$ cat config.mk
export PLATFORM = sky130hd
export DESIGN_NAME = bin2bcd_seq
export DESIGN_NICKNAME = d
export VERILOG_FILES = /design/src/rtl/bin2bcd_seq.sv
export SDC_FILE = /design/constraint.sdc
export NUM_CORES = 1
export LEC_CHECK = 0
export ABC_AREA = 1
export CAP_MARGIN = 20
export CORE_ASPECT_RATIO = 0.7
export CORE_MARGIN = 1.5
export CORE_UTILIZATION = 55
export CTS_BUF_LIST = sky130_fd_sc_hd__clkbuf_4 sky130_fd_sc_hd__clkbuf_8 sky130_fd_sc_hd__clkbuf_16
export CTS_CLUSTER_DIAMETER = 80
export DETAILED_ROUTE_END_ITERATION = 10
export PLACE_DENSITY = 0.78
export SYNTH_ARGS = -nofsm -noshare
export SYNTH_HDL_FRONTEND = slang
export SYNTH_SLANG_ARGS = --single-unit
$ cat constraint.sdc
create_clock -name clk -period 1.4 [get_ports clk]
set_input_delay 0.28 -clock clk [delete_from_list [all_inputs] [get_ports clk]]
set_output_delay 0.28 -clock clk [all_outputs]
set_load 0.005 [all_outputs]
$ cat src/rtl/bin2bcd_seq.sv
// Sequential double-dabble binary-to-BCD converter with sign and overflow saturation.
// Optional leading-zero blank mask output when BCD_BLANK_EN is defined.
module bin2bcd_seq #(
    parameter int WIDTH  = 20,
    parameter int DIGITS = 6
) (
    input  logic                clk,
    input  logic                rstn,
    input  logic                start,
    input  logic [WIDTH-1:0]    data_bny,
    input  logic                neg,
    output logic                busy,
    output logic                done,
    output logic [4*DIGITS-1:0] bcd,
    output logic                neg_out,
    output logic                ovf
`ifdef BCD_BLANK_EN
    ,
    output logic [DIGITS-1:0]   blank
`endif
);

    function automatic logic [63:0] pow10(input int n);
        logic [63:0] r;
        r = 64'd1;
        for (int i = 0; i < n; i++) r = r * 64'd10;
        return r;
    endfunction

    localparam logic [63:0] MAXVAL = pow10(DIGITS) - 64'd1;
    localparam int SW  = 4*DIGITS + 4;
    localparam int ITW = $clog2(WIDTH + 1);

    typedef enum logic [1:0] {IDLE, SHIFT, DONE} state_t;

    state_t              state, state_nxt;
    logic                accept;
    logic [WIDTH-1:0]    bin;
    logic [SW-1:0]       scratch;
    logic [SW-1:0]       adj;
    logic [SW-1:0]       scratch_sh;
    logic [WIDTH-1:0]    bin_sh;
    logic                unused_carry;
    logic                sign;
    logic                ovf_i;
    logic [ITW-1:0]      iter;
    logic [4*DIGITS-1:0] result;
`ifdef BCD_BLANK_EN
    logic [DIGITS-1:0]   blank_nxt;
    logic                all_zero;
`endif

    always_ff @(posedge clk or negedge rstn) begin
        if (!rstn) state <= IDLE;
        else       state <= state_nxt;
    end

    // NOTE: every always_comb output gets a default first, so no path can infer a latch.
    always_comb begin
        state_nxt = state;
        accept    = 1'b0;
        case (state)
            IDLE: begin
                if (start) begin
                    accept    = 1'b1;
                    state_nxt = SHIFT;
                end
            end
            SHIFT:   if (iter == ITW'(WIDTH - 1)) state_nxt = DONE;
            DONE:    state_nxt = IDLE;
            default: state_nxt = IDLE;
        endcase
    end

    // All digits are corrected in parallel before the one-bit shift.
    always_comb begin
        adj = scratch;
        for (int i = 0; i < DIGITS + 1; i++) begin
            if (scratch[4*i +: 4] >= 4'd5) adj[4*i +: 4] = scratch[4*i +: 4] + 4'd3;
        end
    end

    // The guard digit is never >= 8 after correction, so its top bit is always zero.
    assign {unused_carry, scratch_sh, bin_sh} = {adj, bin, 1'b0};

    // NOTE: sequential state uses non-blocking assignments so every register samples pre-edge values.
    always_ff @(posedge clk or negedge rstn) begin
        if (!rstn) begin
            bin     <= '0;
            scratch <= '0;
            sign    <= 1'b0;
            ovf_i   <= 1'b0;
            iter    <= '0;
        end else if (accept) begin
            bin     <= data_bny;
            scratch <= '0;
            sign    <= neg;
            ovf_i   <= (64'(data_bny) > MAXVAL);
            iter    <= '0;
        end else if (state == SHIFT) begin
            bin     <= bin_sh;
            scratch <= scratch_sh;
            iter    <= iter + 1'b1;
        end
    end

    assign result = ovf_i ? {DIGITS{4'h9}} : scratch[4*DIGITS-1:0];

`ifdef BCD_BLANK_EN
    // A digit is blanked only when it and every higher digit are zero; units always shown.
    always_comb begin
        blank_nxt = '0;
        all_zero  = 1'b1;
        for (int i = DIGITS - 1; i >= 1; i--) begin
            all_zero     = all_zero & (result[4*i +: 4] == 4'd0);
            blank_nxt[i] = all_zero;
        end
    end
`endif

    always_ff @(posedge clk or negedge rstn) begin
        if (!rstn) begin
            done    <= 1'b0;
            bcd     <= '0;
            neg_out <= 1'b0;
            ovf     <= 1'b0;
`ifdef BCD_BLANK_EN
            blank   <= '0;
`endif
        end else begin
            done <= (state == DONE);
            if (state == DONE) begin
                bcd     <= result;
                neg_out <= sign & (|result);
                ovf     <= ovf_i;
`ifdef BCD_BLANK_EN
                blank   <= blank_nxt;
`endif
            end
        end
    end

    assign busy = (state != IDLE) | done;

endmodule

==> results.md, run 1 <==
- After clock tree synthesis, the clock-pin slew on the worst setup and hold paths is roughly 80 ps.
- The worst setup path is captured at a primary output.
- Buffers inserted during clock tree synthesis total 9.
- The path class of the tightest hold or removal check is input port to flip-flop.
- Setup repair after global routing could not meet its margin everywhere.
- Counting every net in the synthesized netlist gives 469.
- Compared with the post-synthesis result, the final layout area differs by 30.4%.
- For the worst setup path, the data required time is 1120 ps.
- The effective utilization at floorplan is around 57%.
- The hold-critical path depth is 3.
- The number of global-route vias before repair is between 3000 and 4000.
- The critical path is of the flip-flop to primary output type.
- VDD sags by at most 1.21 mV.
- After detailed routing, the number of remaining DRC violations is 0.
- Power spread over the standard cell area amounts to about 2100 nW/um^2.
- For the final routed database, the setup TNS stands at -74.3 ps.
- The master of the slowest instance on the critical path is sky130_fd_sc_hd__dfrtp_1.
- The proportion of synthesized chip area in sequential cells is between 50% and 60%.
- The detailed-route via count is 3296.
- The share of final-layout standard cells stronger than drive strength 1 is between 10% and 20%.
- The leakage power is approximately 2.5 nW.
- The floorplan step defined a die boundary enclosing approximately 7500 um^2.
- The clock tree buffer depth is 2.
- The final setup violation count is 1.
- The launching element type of the critical path is a flip-flop.
- The peak fanout along the critical path is 2.
- The setup clock skew after layout is between 6 and 7 ps.
- The average instance in the mapped netlist occupies just under 9 um^2.
- Global routing used between 20% and 30% of the available tracks.
- Measured in cells, the most critical reg-to-reg path has a length of 7.
- The number of different library cells used by synthesis comes to 30.
- The die is between 100 and 150 um wide.
- For hold timing, the worst endpoint is bin[0].
- The run finished, with violations left.
- For this run, the post-layout net count is around 560.
- The largest single stage delay on the critical path is ~400 ps.
- Synthesis produced a netlist whose cell count is 432.
- For this run the aggregate overflow at the end of global routing stands at 0.
- The overall power after layout is 10.6 mW.
- The number of hold-slack violations in the final timing report was 0.
- The number of routed nets with antenna violations is 0.
- The terminus of the critical flop-to-flop path is iter[1].
- The slew at the pin closest to its max-slew limit is ~430 ps.
- The clock latency on the worst-skew pair is 360 ps.
- The first detailed-routing pass took 4 iterations.
- Setup slack on the worst reg-to-reg path comes out at 20 ps.
- The H-tree was split into 3 levels.
- The total met3 wirelength after detailed routing is about 600 um.
- Wires add up to slightly above 9000 um.
- Measured against its own limit, the worst slew margin works out to a little under three quarters.
- The repair_antennas step left the layout with diodes totalling 0.
- The routed length per instance is 14.9 um.
- The overall die height is 73.1 um.
- The wire length on met2 is roughly 4300 um.
- The standard-cell row count is 25.
- In this run the tool buffered the top-level ports with between 50 and 60 buffer cells.
- The number of maximum-capacitance violations is 0.
- The share of the cycle needed by the critical path after routing is 105%.
- In this run the most critical hold path is launched from data_bny[0].
- The combined area of all synthesized cells is around 3900 um^2.
- The pre-CTS setup slack is -90.7 ps.
- The checks that failed: negative setup slack.
- After floorplanning, the core was sized to cover approximately 6800 um^2.
- The root cell of the clock tree is sky130_fd_sc_hd__clkbuf_8.
- The critical path data arrival time is about 1200 ps.
- The count of pins over their slew limit is 0.
- The startpoint identified for the worst register-to-register timing path is state[1].
- The global-route wire length before repair is roughly 15000 um.
- The final critical-path required period is 1470 ps.
- For this design, the sink count on the clock tree is 80.
- The initial antenna violation count is 0.
- The per-cell via count in the routed design is 5.29.
- Walking the worst path, the cells encountered are inv_2 -> nand2_1 -> or2_4 -> buf_6.
- The final worst-path setup slack is -74.3 ps.
- Entering global routing, the biggest net connects slightly above 80 pins.
- The estimated wirelength of the detail-placed design is between 6000 and 7000 um.
- The detailed router used layers up to and including met4.
- The congestion estimate from routability-driven global placement came to 0.857.
- TritonCTS built the clock tree.
- Static timing analysis puts the maximum clock frequency at between 600 and 700 MHz.
- The synthesized design contains 80 register bits.
- During synthesis, Yosys emitted a total of 0 warnings.
- The met1 wire length is around 4200 um.
- The violation count after the first detailed-routing iteration is 126.
- 52 I/O pins were placed.
==> report_power, final <==
part / switching (mW) / internal, mW
registers: 0.598 / 3.24
logic: 2.79 / 2.25
clock network: 0.845 / 0.889
total: 4.24 / 6.37
==> worst max path at each step <==
stage / start / end / slack [ps] / cells past startpoint
2_1_floorplan: scratch[12] / scratch[14] / 190 / 7
3_3_place_gp: state[0] / busy / -40 / 4
3_5_place_dp: start / bin[12] / -90 / 6
4_1_cts: state[1] / busy / -80 / 4
5_1_grt: state[0] / busy / -120 / 4
6_report: state[1] / busy / -70 / 4
==> Yosys cell counts (all sizes together) <==
cell	count	area, um^2
nor3	2	10.0
a22oi	2	15.0
nand2	97	374
dfrtp	80	2000
clkbuf	1	3.75
o31ai	2	15.0
or2	1	6.26
ha	13	163
o211ai	5	47.5
o221ai	14	154
xor2	5	43.8
a31oi	1	6.26
nand4	3	18.8
o21ai	44	220
inv	62	233
o22ai	11	119
a22o	1	8.76
nand3	19	100
a21oi	13	65.1
nor2	43	161
buf	13	90.1
==> state kept, by name, summed over array words and instances, names as in the netlist, 2 cells and up <==
| signal | count |
|---|---|
| bcd | 24 |
| state | 2 |
| scratch | 24 |
| bin | 20 |
| iter | 5 |
==> kinds of logic after synthesis <==
logic type	synth area share, %
buffers and inverters	8.47
and+or+nand+nor	17.4
DFF	51.9
AOI/OAI and AO/OA	16.9
adders and majority gates	4.22
xor gates and xnor gates	1.14
==> cell type report <==
type	instances	area (um^2)
Sequential cell	80	2010
Multi-Input combinational cell	276	1590
Clock inverter	5	56.3
Fill cell	500	1730
Timing Repair inverter	1	5.00
Clock buffer	11	145
Tap cell	94	118
Inverter	62	244
Timing Repair Buffer	94	867
==> layer usage <==
layer	track usage, %	up-vias
li1	-	1608
met5	0	-
met3	7.57	12
met4	8.26	0
met1	35.8	1572
met2	41.0	104
==> critical path, delay by kind of cell (launching register included) <==
family	cells	cell delay (ps)
flip-flops	1	400
AND/OR/NAND/NOR	2	270
buffers and inverters	2	170
==> metrics by stage <==
stage / cell area (um^2) / instances / util, % / hold WS [ps]
after floorplan: 3860 / 432 / - / -15.6
after global placement: 4630 / 588 / 68.5 / 335
after detailed placement: 4630 / 588 / 68.5 / 336
after CTS: 4930 / 619 / 72.9 / 454
after global routing: 5030 / 623 / 74.4 / 455
final: 5030 / 623 / 74.4 / 458
==> placed cells by master (no fill, tap or decap), drive strengths merged, types with 3 or more instances in the layout <==
cell	count
a21oi	13
buf	44
clkbuf	11
clkdlybuf4s50	22
clkinv	5
dfrtp	80
dlygate4sd2	27
ha	13
inv	60
nand2	97
nand3	19
nand4	3
nor2	43
o211ai	5
o21ai	44
o221ai	14
o22ai	11
xor2	5
==> what timing repair did <==
action / 4_1_cts / 5_1_grt
hold buffers: 1 / 0
cloned: 0 / 1
resized for setup: 34 / 28
hold endpoints to repair: 80 / 0
pin swaps: 1 / 0
setup endpoints to repair: 33 / 28
setup buffers: 14 / 3
Power figures use the tool's default switching activity.
==> run 2, diff against run 1 <==
--- a/config.mk
+++ b/config.mk
@@ -9,11 +9,11 @@
 export CAP_MARGIN = 20
 export CORE_ASPECT_RATIO = 0.7
 export CORE_MARGIN = 1.5
-export CORE_UTILIZATION = 55
+export CORE_UTILIZATION = 40
 export CTS_BUF_LIST = sky130_fd_sc_hd__clkbuf_4 sky130_fd_sc_hd__clkbuf_8 sky130_fd_sc_hd__clkbuf_16
 export CTS_CLUSTER_DIAMETER = 80
 export DETAILED_ROUTE_END_ITERATION = 10
-export PLACE_DENSITY = 0.78
+export PLACE_DENSITY = 0.59
 export SYNTH_ARGS = -nofsm -noshare
 export SYNTH_HDL_FRONTEND = slang
 export SYNTH_SLANG_ARGS = --single-unit
==> run 2 against run 1 <==
The run still ends with negative setup slack left. Sequential share of layout area decreased by 0.79 points. First-iteration DRC count rose by 46%. Maximum frequency increased by 1.4%. Clock power increased by 39%. Critical path depth stayed put. Critical path type unchanged. Largest cell class unchanged. Largest power group unchanged.
==> results.md, run 2 (synthesis gave the netlist of run 1 again) <==
- Outcome: complete, but fails checks (unchanged).
- Violated checks: negative setup slack (unchanged).
- The worst ir drop on vdd is 1.16 mV (was 1.21 mV).
- The CTS clock-pin slew for the worst setup and hold paths is 60 ps (was 80 ps).
- The overall power after layout was 11.1 mW (was 10.6 mW).
- The number of hold-slack violations in the final timing report is 0 (unchanged).
- The per-cell via count in the routed design came to 4.94 (was 5.29).
- The count of unresolved DRC violations after routing is 0 (unchanged).
- The number of top-level pins was 52 (unchanged).
- The die span in x is 120 um (was 103 um).
- The routed length per instance came to 14.2 um (was 14.9 um).
- The critical path startpoint is state[1] (unchanged).
- The pre-CTS setup slack is -91.3 ps (was -90.7 ps).
- The total CTS buffers came to 9 (unchanged).
- The number of maximum-capacitance violations came to 0 (unchanged).
- The worst relative slew slack is 79.8% (was 71.5%).
- The global route total overflow is 0 (unchanged).
- The post-layout instance area was 5130 um^2 (was 5030 um^2).
- The number of diodes added for antenna fixing is 0 (unchanged).
- The master of the slowest instance on the critical path is sky130_fd_sc_hd__dfrtp_1 (unchanged).
- The slew at the pin closest to its max-slew limit is 303 ps (was 427 ps).
- The share of final-layout standard cells stronger than drive strength 1 is 18.3% (was 19.7%).
- The category of the worst setup path capture point was a primary output (unchanged).
- The critical path data arrival time is 1170 ps (was 1190 ps).
- The launch instance of the worst register-to-register path is state[1] (unchanged).
- The total number of clock tree sinks is 80 (unchanged).
- The leakage power came to 2.51 nW (was 2.49 nW).
- CP cell instances: inv_2 -> nand2_2 -> or2_4 -> buf_6 (was inv_2 -> nand2_1 -> or2_4 -> buf_6).
- The effective utilization at floorplan is 41.8% (was 57.1%).
- The violation count after the first detailed-routing iteration is 184 (was 126).
- The final critical-path required period is 1450 ps (was 1470 ps).
- The wire length on met2 is 4080 um (was 4320 um).
- The utilization of the core after routing is 55.6% (was 74.4%).
- The post-route non-filler standard cell count is 643 (was 623).
- The H-tree depth reported by CTS is 3 (unchanged).
- The final setup violation count is 1 (unchanged).
- The ratio of total power to cell area is 2170 nW/um^2 (was 2110 nW/um^2).
- The worst hold slack is 378 ps (was 458 ps).
- The maximum number of pins on one net before global-route repair is 33 (was 81).
- The full die area came to 10200 um^2 (was 7530 um^2).
- The initial antenna violation count is 0 (unchanged).
- The number of filler cells placed in the layout was 861 (was 500).
- The global-route wire length before repair is 15400 um (was 14700 um).
- The setup total negative slack came to -54.5 ps (was -74.3 ps).
- The count of pins over their slew limit is 0 (unchanged).
- The setup clock skew after layout is 5.13 ps (was 6.57 ps).
- The launching element type of the critical path is a flip-flop (unchanged).
- The overall die height is 85.2 um (was 73.1 um).
- The leading cell type in the layout, fill and taps excluded is sky130_fd_sc_hd__nand2_1 (unchanged).
- The last weighted congestion value of the routability-driven placer is 0.830 (was 0.857).
- The required time at the worst-slack endpoint was 1120 ps (about the same).
- The area growth from synthesis to layout is 33.0% (was 30.4%).
- The clock tree buffer depth was 2 (unchanged).
- The estimated wirelength of the detail-placed design is 6520 um (was 6210 um).
- The met1 wire length came to 4570 um (was 4200 um).
- Regs by FF count: bcd: 24 flops, scratch: 24 flops, bin: 20 flops (unchanged).
- The TritonCTS clock tree is done (unchanged).
- The number of nets in the layout is 551 (was 561).
- The detailed-route via count is 3178 (was 3296).
- The core outline area is 9220 um^2 (was 6760 um^2).
- The critical path class is flip-flop to primary output (unchanged).
- The longest individual stage delay on the worst path is 400 ps (about the same).
- Leading cell types in the layout, fill and taps excluded: sky130_fd_sc_hd__nand2_1, sky130_fd_sc_hd__dfrtp_1, sky130_fd_sc_hd__inv_1 (unchanged).
- The area after detailed placement is 4720 um^2 (was 4630 um^2).
- The number of routed nets with antenna violations is 0 (unchanged).
- The number of iterations in the first detailed-routing pass is 4 (unchanged).
- The final routed wirelength across all metal layers was 9120 um (was 9260 um).
- The peak fanout along the critical path is 2 (unchanged).
- The root cell of the clock tree is sky130_fd_sc_hd__clkbuf_16 (was sky130_fd_sc_hd__clkbuf_8).
- The total met3 wirelength after detailed routing was 406 um (was 614 um).
- The clock latency on the worst-skew pair is 330 ps (was 360 ps).
- The cell count after placement was 620 (was 588).
- The worst hold path class is input port to async pin (was input port to flip-flop).
- The final worst-path setup slack was -54.5 ps (was -74.3 ps).
- The total global-route track usage is 19.4% (was 26.3%).
- The highest signal layer in the routed design was met4 (unchanged).
- The share of the cycle needed by the critical path after routing was 104% (was 105%).
- The number of global-route vias before repair is 3089 (was 3143).
- Setup repair after global routing missed its margin: true (unchanged).
- The fmax is 688 MHz (was 678 MHz).
- The number of input and output port buffers inserted is 51 (unchanged).
- The standard-cell row count came to 29 (was 25).
==> run 2: cell types whose count changed in the layout (fill, tap and decap cells not counted), sizes merged <==
cell	change
buf	-9
inv	+2
clkinv	-5
clkbuf	+1
clkinvlp	+1
==> run 2: cell type report <==
class	count	area, um^2	share of cell area, %
sequential	80	2010	39.1
multi-input combinational	276	1600	31.1
timing repair buffer	85	825	16.1
clock buffer	12	260	5.07
inverter	62	235	4.59
tap	124	155	3.03
clock inverter	4	52.6	1.02
==> run 2: timing repair <==
action	in CTS	in global routing
resized for setup	36	27
pin swaps	1	1
buffers inserted	5	1
endpoints found under the hold margin	20	0
hold buffers	1	0
setup endpoints to repair	39	32
==> run 2: routing by layer <==
layer	vias up	global-route usage (%)
met1	1531	28.8
met3	4	5.71
li1	1585	-
met4	0	5.03
met5	-	0
met2	58	27.9
==> run 2: where the power goes <==
| part | internal [mW] | switching, mW |
|---|---|---|
| registers | 3.24 | 0.571 |
| clock network | 1.50 | 0.903 |
| logic | 2.16 | 2.74 |
| total | 6.90 | 4.22 |
==> run 2: worst paths after layout <==
check                            to  slack [ps]  depth (start not counted)
setup reg to reg            bin[16]          80                          7
setup / recovery               busy         -50                          4
max in group asynchronous  state[0]         550                          3
hold / removal              bcd[11]         380                          2
min in group clk             bcd[8]         480                          2
hold reg to reg              bcd[8]         480                          2
==> run 2: worst max-delay path, delay by kind of cell, from the launching register on <==
family / cells / cell delay (ps)
DFF: 1 / 400
and+or+nand+nor: 2 / 260
buffers and inverters: 2 / 180
